===== src/rtl/alu_serial_rx.sv =====
// rtl/alu_serial_rx.sv - serial frame receiver: operands, opcode, framing/count/CRC-4/timeout checks
module alu_serial_rx #(
    parameter int OPW     = 32,
    parameter int TIMEOUT = 64
) (
    input  logic           clk,
    input  logic           rst_n,
    input  logic           sin,
    output logic           out_valid,
    input  logic           out_ready,
    output logic [OPW-1:0] a,
    output logic [OPW-1:0] b,
    output logic [2:0]     op,
    output logic           err_frame,
    output logic           err_data,
    output logic           err_crc,
    output logic           err_timeout,
    output logic           overrun
);

    localparam int             N       = 2 * OPW / 8;
    localparam int             CW      = $clog2(N + 2);
    localparam logic [CW-1:0]  N_CNT   = CW'(N);
    localparam logic [CW-1:0]  N_SAT   = CW'(N + 1);
    localparam logic [9:0]     TO_LAST = 10'(TIMEOUT - 1);
    localparam logic           ST_IDLE  = 1'b0;
    localparam logic           ST_SHIFT = 1'b1;

    // One step of the x^4+x+1 CRC, MSB-first input.
    function automatic logic [3:0] crc_step(input logic [3:0] c, input logic d);
        logic fb;
        fb = c[3] ^ d;
        return {c[2:0], 1'b0} ^ (fb ? 4'b0011 : 4'b0000);
    endfunction

    // Fold one payload byte into the running CRC, MSB first.
    function automatic logic [3:0] crc_byte(input logic [3:0] c, input logic [7:0] d);
        logic [3:0] r;
        r = c;
        for (int i = 7; i >= 0; i--) r = crc_step(r, d[i]);
        return r;
    endfunction

    logic             state;
    logic [3:0]       bit_cnt;
    logic [8:0]       pkt;
    logic [2*OPW-1:0] sreg;
    logic [CW-1:0]    cnt;
    logic [3:0]       crc;
    logic [9:0]       idle_cnt;

    // Record staged on the evaluation edge, presented to the output buffer one cycle later.
    logic             rec_pend;
    logic [OPW-1:0]   rec_a;
    logic [OPW-1:0]   rec_b;
    logic [2:0]       rec_op;
    logic             rec_ef;
    logic             rec_ed;
    logic             rec_ec;
    logic             rec_et;

    // Frame CRC closed out with the '1' marker bit and the received opcode.
    logic [3:0] cmd_crc;
    always_comb begin
        cmd_crc = crc_step(crc, 1'b1);
        cmd_crc = crc_step(cmd_crc, pkt[6]);
        cmd_crc = crc_step(cmd_crc, pkt[5]);
        cmd_crc = crc_step(cmd_crc, pkt[4]);
    end

    // Packet FSM, frame accumulation, idle timeout and record generation.
    always_ff @(posedge clk or negedge rst_n) begin
        if (!rst_n) begin
            state    <= ST_IDLE;
            bit_cnt  <= 4'd0;
            pkt      <= 9'd0;
            sreg     <= '0;
            cnt      <= '0;
            crc      <= 4'd0;
            idle_cnt <= 10'd0;
            rec_pend <= 1'b0;
            rec_a    <= '0;
            rec_b    <= '0;
            rec_op   <= 3'd0;
            rec_ef   <= 1'b0;
            rec_ed   <= 1'b0;
            rec_ec   <= 1'b0;
            rec_et   <= 1'b0;
        end else begin
            rec_pend <= 1'b0;
            rec_a    <= '0;
            rec_b    <= '0;
            rec_op   <= 3'd0;
            rec_ef   <= 1'b0;
            rec_ed   <= 1'b0;
            rec_ec   <= 1'b0;
            rec_et   <= 1'b0;
            if (state == ST_IDLE) begin
                if (!sin) begin
                    state    <= ST_SHIFT;
                    bit_cnt  <= 4'd0;
                    idle_cnt <= 10'd0;
                end else if (cnt == '0) begin
                    idle_cnt <= 10'd0;
                end else if (idle_cnt == TO_LAST) begin
                    idle_cnt <= 10'd0;
                    cnt      <= '0;
                    crc      <= 4'd0;
                    sreg     <= '0;
                    rec_pend <= 1'b1;
                    rec_et   <= 1'b1;
                end else begin
                    idle_cnt <= idle_cnt + 10'd1;
                end
            end else if (bit_cnt != 4'd9) begin
                pkt     <= {pkt[7:0], sin};
                bit_cnt <= bit_cnt + 4'd1;
            end else begin
                // Stop-bit edge: the packet is complete in pkt, sin holds the stop bit.
                state <= ST_IDLE;
                if (!sin) begin
                    cnt      <= '0;
                    crc      <= 4'd0;
                    sreg     <= '0;
                    rec_pend <= 1'b1;
                    rec_ef   <= 1'b1;
                end else if (pkt[8]) begin
                    cnt      <= '0;
                    crc      <= 4'd0;
                    sreg     <= '0;
                    rec_pend <= 1'b1;
                    if (cnt != N_CNT) begin
                        rec_ed <= 1'b1;
                    end else if (cmd_crc != pkt[3:0]) begin
                        rec_ec <= 1'b1;
                    end else begin
                        rec_a  <= sreg[2*OPW-1:OPW];
                        rec_b  <= sreg[OPW-1:0];
                        rec_op <= pkt[6:4];
                    end
                end else begin
                    sreg <= {sreg[2*OPW-9:0], pkt[7:0]};
                    crc  <= crc_byte(crc, pkt[7:0]);
                    if (cnt != N_SAT) cnt <= cnt + CW'(1);
                end
            end
        end
    end

    // One-deep output buffer; a record arriving while the held one is stalled is dropped.
    always_ff @(posedge clk or negedge rst_n) begin
        if (!rst_n) begin
            out_valid   <= 1'b0;
            a           <= '0;
            b           <= '0;
            op          <= 3'd0;
            err_frame   <= 1'b0;
            err_data    <= 1'b0;
            err_crc     <= 1'b0;
            err_timeout <= 1'b0;
            overrun     <= 1'b0;
        end else begin
            overrun <= 1'b0;
            if (rec_pend) begin
                if (out_valid && !out_ready) begin
                    overrun <= 1'b1;
                end else begin
                    out_valid   <= 1'b1;
                    a           <= rec_a;
                    b           <= rec_b;
                    op          <= rec_op;
                    err_frame   <= rec_ef;
                    err_data    <= rec_ed;
                    err_crc     <= rec_ec;
                    err_timeout <= rec_et;
                end
            end else if (out_valid && out_ready) begin
                out_valid <= 1'b0;
            end
        end
    end

endmodule


===== config.mk =====
export PLATFORM = sky130hd
export DESIGN_NAME = alu_serial_rx
export DESIGN_NICKNAME = d
export VERILOG_FILES = /design/src/rtl/alu_serial_rx.sv
export SDC_FILE = /design/constraint.sdc
export NUM_CORES = 1
export LEC_CHECK = 0
export BUFFER_PORTS_ARGS = -buffer_cell sky130_fd_sc_hd__clkbuf_2
export CAP_MARGIN = 20
export CELL_PAD_IN_SITES_DETAIL_PLACEMENT = 1
export CELL_PAD_IN_SITES_GLOBAL_PLACEMENT = 1
export CORE_MARGIN = 1
export CORE_UTILIZATION = 49
export DETAILED_ROUTE_END_ITERATION = 8
export GPL_ROUTABILITY_DRIVEN = 0
export PLACE_DENSITY_LB_ADDON = 0.1
export REMOVE_ABC_BUFFERS = 1
export SYNTH_ARGS = -nofsm -noshare
export SYNTH_HDL_FRONTEND = slang
export SYNTH_SLANG_ARGS = --single-unit

===== constraint.sdc =====
create_clock -name clk -period 2.43 [get_ports clk]
set_input_delay 0.6075 -clock clk [delete_from_list [all_inputs] [get_ports clk]]
set_output_delay 0.6075 -clock clk [all_outputs]
set_load 0.1 [all_outputs]

==> PnR_summary.wiki <==
{| class="wikitable"
! Metric !! Value
|-
| DIE AREA || around 19,000 sq um
|-
| Worst supply voltage drop on vdd || around 0.00077 V
|-
| Switching fraction of total power || ~28%
|-
| Gate count after technology mapping || just over 600
|-
| Syn Std Cell Area || roughly 9000 sq um
|-
| Height of the die || 138 um
|-
| Share of total power in combinational logic || between 20% and 30%
|-
| Max-slew headroom at the worst pin || between 50% and 60%
|-
| Crit path buf inv count || 0
|-
| Fin crit share || between 90% and 100%
|-
| Cell area power density || ~1000 nW/um^2
|-
| Status || complete, but fails checks
|-
| Classification of the worst setup path || flip-flop to flip-flop
|-
| Flop and latch count out of synthesis || about 240
|-
| Antenna cells || 0
|-
| Drt pass-1 iters || 4
|-
| First-pass GRT wire length || approximately 29,000 um
|-
| Total placed instance area || just under 10,000 sq um
|-
| Top cell family by delay on the critical path || compound AO/OA/AOI/OAI gates
|-
| Worst-path fanout max || between 60 and 70
|-
| Per-cell routed wire length || roughly 19 um
|-
| Leftover overflow at the end of global routing || 0
|-
| EDFF count, synth || 0
|-
| Internal power || roughly 0.0075 W
|-
| Fraction of synthesized cell area taken by the top area cell type || about two thirds
|-
| Number of pins exceeding their max-slew limit in the final report || 0
|-
| Register-to-Register Path Depth || 4
|-
| Transition time of the tightest slew-check pin || 0.645 ns
|-
| Std cell rows || 49
|-
| Static power due to leakage || 5.61 nW
|-
| Clock sink total || 241
|-
| Achievable frequency || approximately 450 MHz
|-
| Worst-case hold slack || -0.000122 ns
|-
| Post-cts gate resize count || 0
|-
| Floorplan die width || ~140 um
|-
| Share of the core filled with cells || 58.2%
|-
| Seq. cell area || around 6000 sq um
|-
| Share of async-settable or async-resettable flops after synthesis || 100%
|-
| Multi-input logic area || 2830 sq um
|-
| Clock-pin transition on the worst setup and hold timing paths || roughly 0.060 ns
|-
| Kind of capture point of the worst setup path || flip-flop
|-
| Count of unique library cells instantiated by Yosys || 47
|-
| Count of hold buffers inserted by post-cts repair || 0
|-
| Number of global-route vias before repair || ~5,500
|-
| Io pins || between 70 and 80
|-
| Total wirelength of the detailed-routed design || around 18,000 um
|-
| Filler Cell Count || about 1,700
|-
| Final count of hold timing violations || 1
|-
| Count of non-filler cells in the finished layout || around 930
|-
| Sequential fraction of the synthesis area || between 60% and 70%
|-
| Power share of the sequential group || a little over two fifths
|-
| Total number of vias || just over 5,000
|-
| TritonCTS buffer count || 25
|-
| Post-DP HPWL || 10,800 um
|-
| H-Tree Level Count || 1
|-
| Most area-hungry cell type in the Yosys netlist || sky130_fd_sc_hd__dfrtp_1
|-
| DRC || 0
|-
| Overall power after layout || 0.0105 W
|-
| Delay contributed by the slowest stage of the critical path || between 0.6 and 0.7 ns
|-
| Effective utilization at floorplan || 50.1%
|-
| Port buffer count || 76
|-
| Critical path data required time || approximately 2.9 ns
|-
| Core Area || around 18,000 sq um
|-
| Mean instance size in the synthesized netlist || around 15 sq um
|-
| Max-cap violation count || 0
|-
| Iter 0 DRT Violations || around 250
|-
| Post-Route Skew || 0.00838 ns
|-
| CP Data Arrival Time || between 2 and 3 ns
|-
| Clock tree from TritonCTS || done
|-
| Top FF cell, synth || sky130_fd_sc_hd__dfrtp_1
|-
| Number of stages on the worst setup path || 4
|-
| Final Net Count || 696
|-
| Area growth syn-to-layout || 16.0%
|-
| Fraction of power consumed by the clock network || 34.1%
|-
| Net switching power || 0.00298 W
|-
| Number of warnings printed during yosys synthesis || 0
|-
| Fraction of layout cells with a size suffix above 1 || between 30% and 40%
|-
| Critical Path, Cell by Cell || xor3_1 > nor3_1 > o211a_4 > and3_1
|-
| Area of all placed cells without fillers || ~10,000 sq um
|-
| Global routing usage summed across all routing layers || roughly a fifth
|-
| Path class of the lowest-slack min-delay path || input pin to async pin
|-
| Finish-stage setup viols || 0
|-
| Clock tree root driver cell || sky130_fd_sc_hd__clkbuf_16
|-
| Vias per inst || 5.54
|-
| Source-to-sink clock delay at the later pin of the worst-skew pair || approximately 0.50 ns
|-
| Type of element launching the critical path || flip-flop
|-
| Count of antenna-violating nets left after detailed routing || 0
|-
| Post-placement cell count || 888
|-
| Leading cell types by total area after synthesis || sky130_fd_sc_hd__dfrtp_1 (67%), sky130_fd_sc_hd__mux2_2 (10%), sky130_fd_sc_hd__a22o_1 (6.8%)
|-
| Count of buffers added by post-CTS timing repair for setup || 0
|-
| Violated checks || negative hold slack
|-
| Antenna violations before repair || 0
|-
| Critical-path top delay cell || sky130_fd_sc_hd__o211a_4
|-
| Longest Clk Path Bufs || 3
|-
| Unrepaired setup endpoints after global routing || false
|-
| Post-layout minimum cycle time || roughly 2.2 ns
|-
| Maximum number of pins on one net before global-route repair || 91
|}
==> per-layer routing <==
metal | wire length, um | up-vias | GRT usage [%] | share of wire, %
li1 | - | 2335 | - | -
met1 | 7910 | 2707 | 26.5 | 45
met2 | 8800 | 81 | 33.2 | 50
met3 | 642 | 25 | 3.31 | 3.6
met4 | 256 | 0 | 5.19 | 1.5
met5 | 0 | - | 0 | 0
==> cell usage after synthesis, types with 2 or more instances <==
| cell type | count |
|---|---|
| sky130_fd_sc_hd__dfrtp_1 | 241 |
| sky130_fd_sc_hd__mux2_2 | 81 |
| sky130_fd_sc_hd__a22o_1 | 70 |
| sky130_fd_sc_hd__and3_1 | 68 |
| sky130_fd_sc_hd__clkbuf_1 | 18 |
| sky130_fd_sc_hd__nor2_1 | 15 |
| sky130_fd_sc_hd__buf_2 | 11 |
| sky130_fd_sc_hd__nand2_1 | 10 |
| sky130_fd_sc_hd__xnor2_1 | 8 |
| sky130_fd_sc_hd__ha_1 | 6 |
| sky130_fd_sc_hd__nor2b_1 | 6 |
| sky130_fd_sc_hd__xor2_1 | 6 |
| sky130_fd_sc_hd__inv_1 | 4 |
| sky130_fd_sc_hd__nor3_1 | 4 |
| sky130_fd_sc_hd__o21ai_0 | 4 |
| sky130_fd_sc_hd__xnor3_1 | 4 |
| sky130_fd_sc_hd__buf_1 | 3 |
| sky130_fd_sc_hd__buf_6 | 3 |
| sky130_fd_sc_hd__clkbuf_2 | 3 |
| sky130_fd_sc_hd__nand3b_1 | 3 |
| sky130_fd_sc_hd__nand4_1 | 3 |
| sky130_fd_sc_hd__nand4b_1 | 3 |
| sky130_fd_sc_hd__o31ai_1 | 3 |
| sky130_fd_sc_hd__a21o_1 | 2 |
| sky130_fd_sc_hd__a21oi_1 | 2 |
| sky130_fd_sc_hd__mux2i_1 | 2 |
| sky130_fd_sc_hd__nand2b_1 | 2 |
| sky130_fd_sc_hd__nand3_1 | 2 |
| sky130_fd_sc_hd__nor3b_1 | 2 |
| sky130_fd_sc_hd__nor4_1 | 2 |
| sky130_fd_sc_hd__o211ai_1 | 2 |
==> power groups by stage <==
| stage | registers, W | clock network (W) | logic, W |
|---|---|---|---|
| final | 0.00460 | 0.00358 | 0.00231 |
| after global routing | 0.00465 | 0.00384 | 0.00251 |
| after CTS | 0.00460 | 0.00370 | 0.00234 |
| after detailed placement | 0.00467 | 0 | 0.00232 |
| after global placement | 0.00464 | 0 | 0.00221 |
| after floorplan | 0.00467 | 0 | 0.00165 |
==> worst reg2reg max path, delay by kind of cell (launching register included) <==
family          cells  cell delay, ns
xor+xnor            1            0.50
simple gates        2            0.61
compound gates      1            0.61
flops               1            0.41
==> flip-flops by register name, summed over array words and instances (netlist names), 3 cells and up <==
| name | cells |
|---|---|
| sreg | 64 |
| pkt | 9 |
| rec_op | 3 |
| rec_a | 32 |
| op | 3 |
| rec_b | 32 |
| b | 32 |
| a | 32 |
| bit_cnt | 4 |
| crc | 4 |
| idle_cnt | 10 |
| cnt | 4 |
==> through the flow <==
stage                     setup TNS [ns]  setup slack [ns]
final                                  0             0.227
after global routing                   0            0.0792
after CTS                              0             0.228
after detailed placement               0             0.252
after global placement                 0             0.332
after floorplan                  -133.62            -0.896
==> logic make-up (layout without fill, tap and decap cells) <==
family	Yosys count	count (layout)	share of synthesized area, %
simple gates	125	125	8.20
buf+inv	43	134	2.27
mux	83	83	10.3
flops	241	241	66.7
fa+ha+maj	6	6	0.831
xor+xnor	22	22	3.36
compound gates	89	89	8.31
==> path summary, 6_finish.rpt <==
path / start / to / slack, ns
max: pkt[1]$_DFFE_PN0P_ / rec_b[14]$_DFF_PN0_ / 0.23
min: rst_n / a[20]$_DFFE_PN0P_ / -0.0001
max reg2reg: pkt[1]$_DFFE_PN0P_ / rec_b[14]$_DFF_PN0_ / 0.23
min reg2reg: rec_et$_DFF_PN0_ / err_timeout$_DFFE_PN0P_ / 0.47
max in group asynchronous: rst_n / idle_cnt[0]$_DFFE_PN0N_ / 1.62
min in group clk: sin / rec_ef$_DFF_PN0_ / 0.42
==> cell usage in the layout (no fill, tap or decap), drive strengths merged, types with 2 or more instances in the layout <==
cell / n
a22o: 70
xnor2: 10
o211ai: 2
o31ai: 3
nand4: 3
a21oi: 2
dfrtp: 241
inv: 4
clkinv: 5
mux2: 81
nand3b: 3
nand2: 10
and3: 69
nor2b: 6
xnor3: 5
nor3b: 2
nor3: 4
mux2i: 2
nand2b: 2
buf: 14
ha: 6
xor2: 6
nand4b: 3
o21ai: 4
nor2: 15
a21o: 2
bufinv: 2
nand3: 3
nor4: 2
clkbuf: 109
==> cell type report <==
type	count	area share, %
clock buffer	34	6.48
timing repair buffer	89	5.37
tap	229	2.73
multi-input combinational	325	27.0
inverter	4	0.143
sequential	241	57.5
clock inverter	7	0.811
Power figures use the tool's default switching activity.
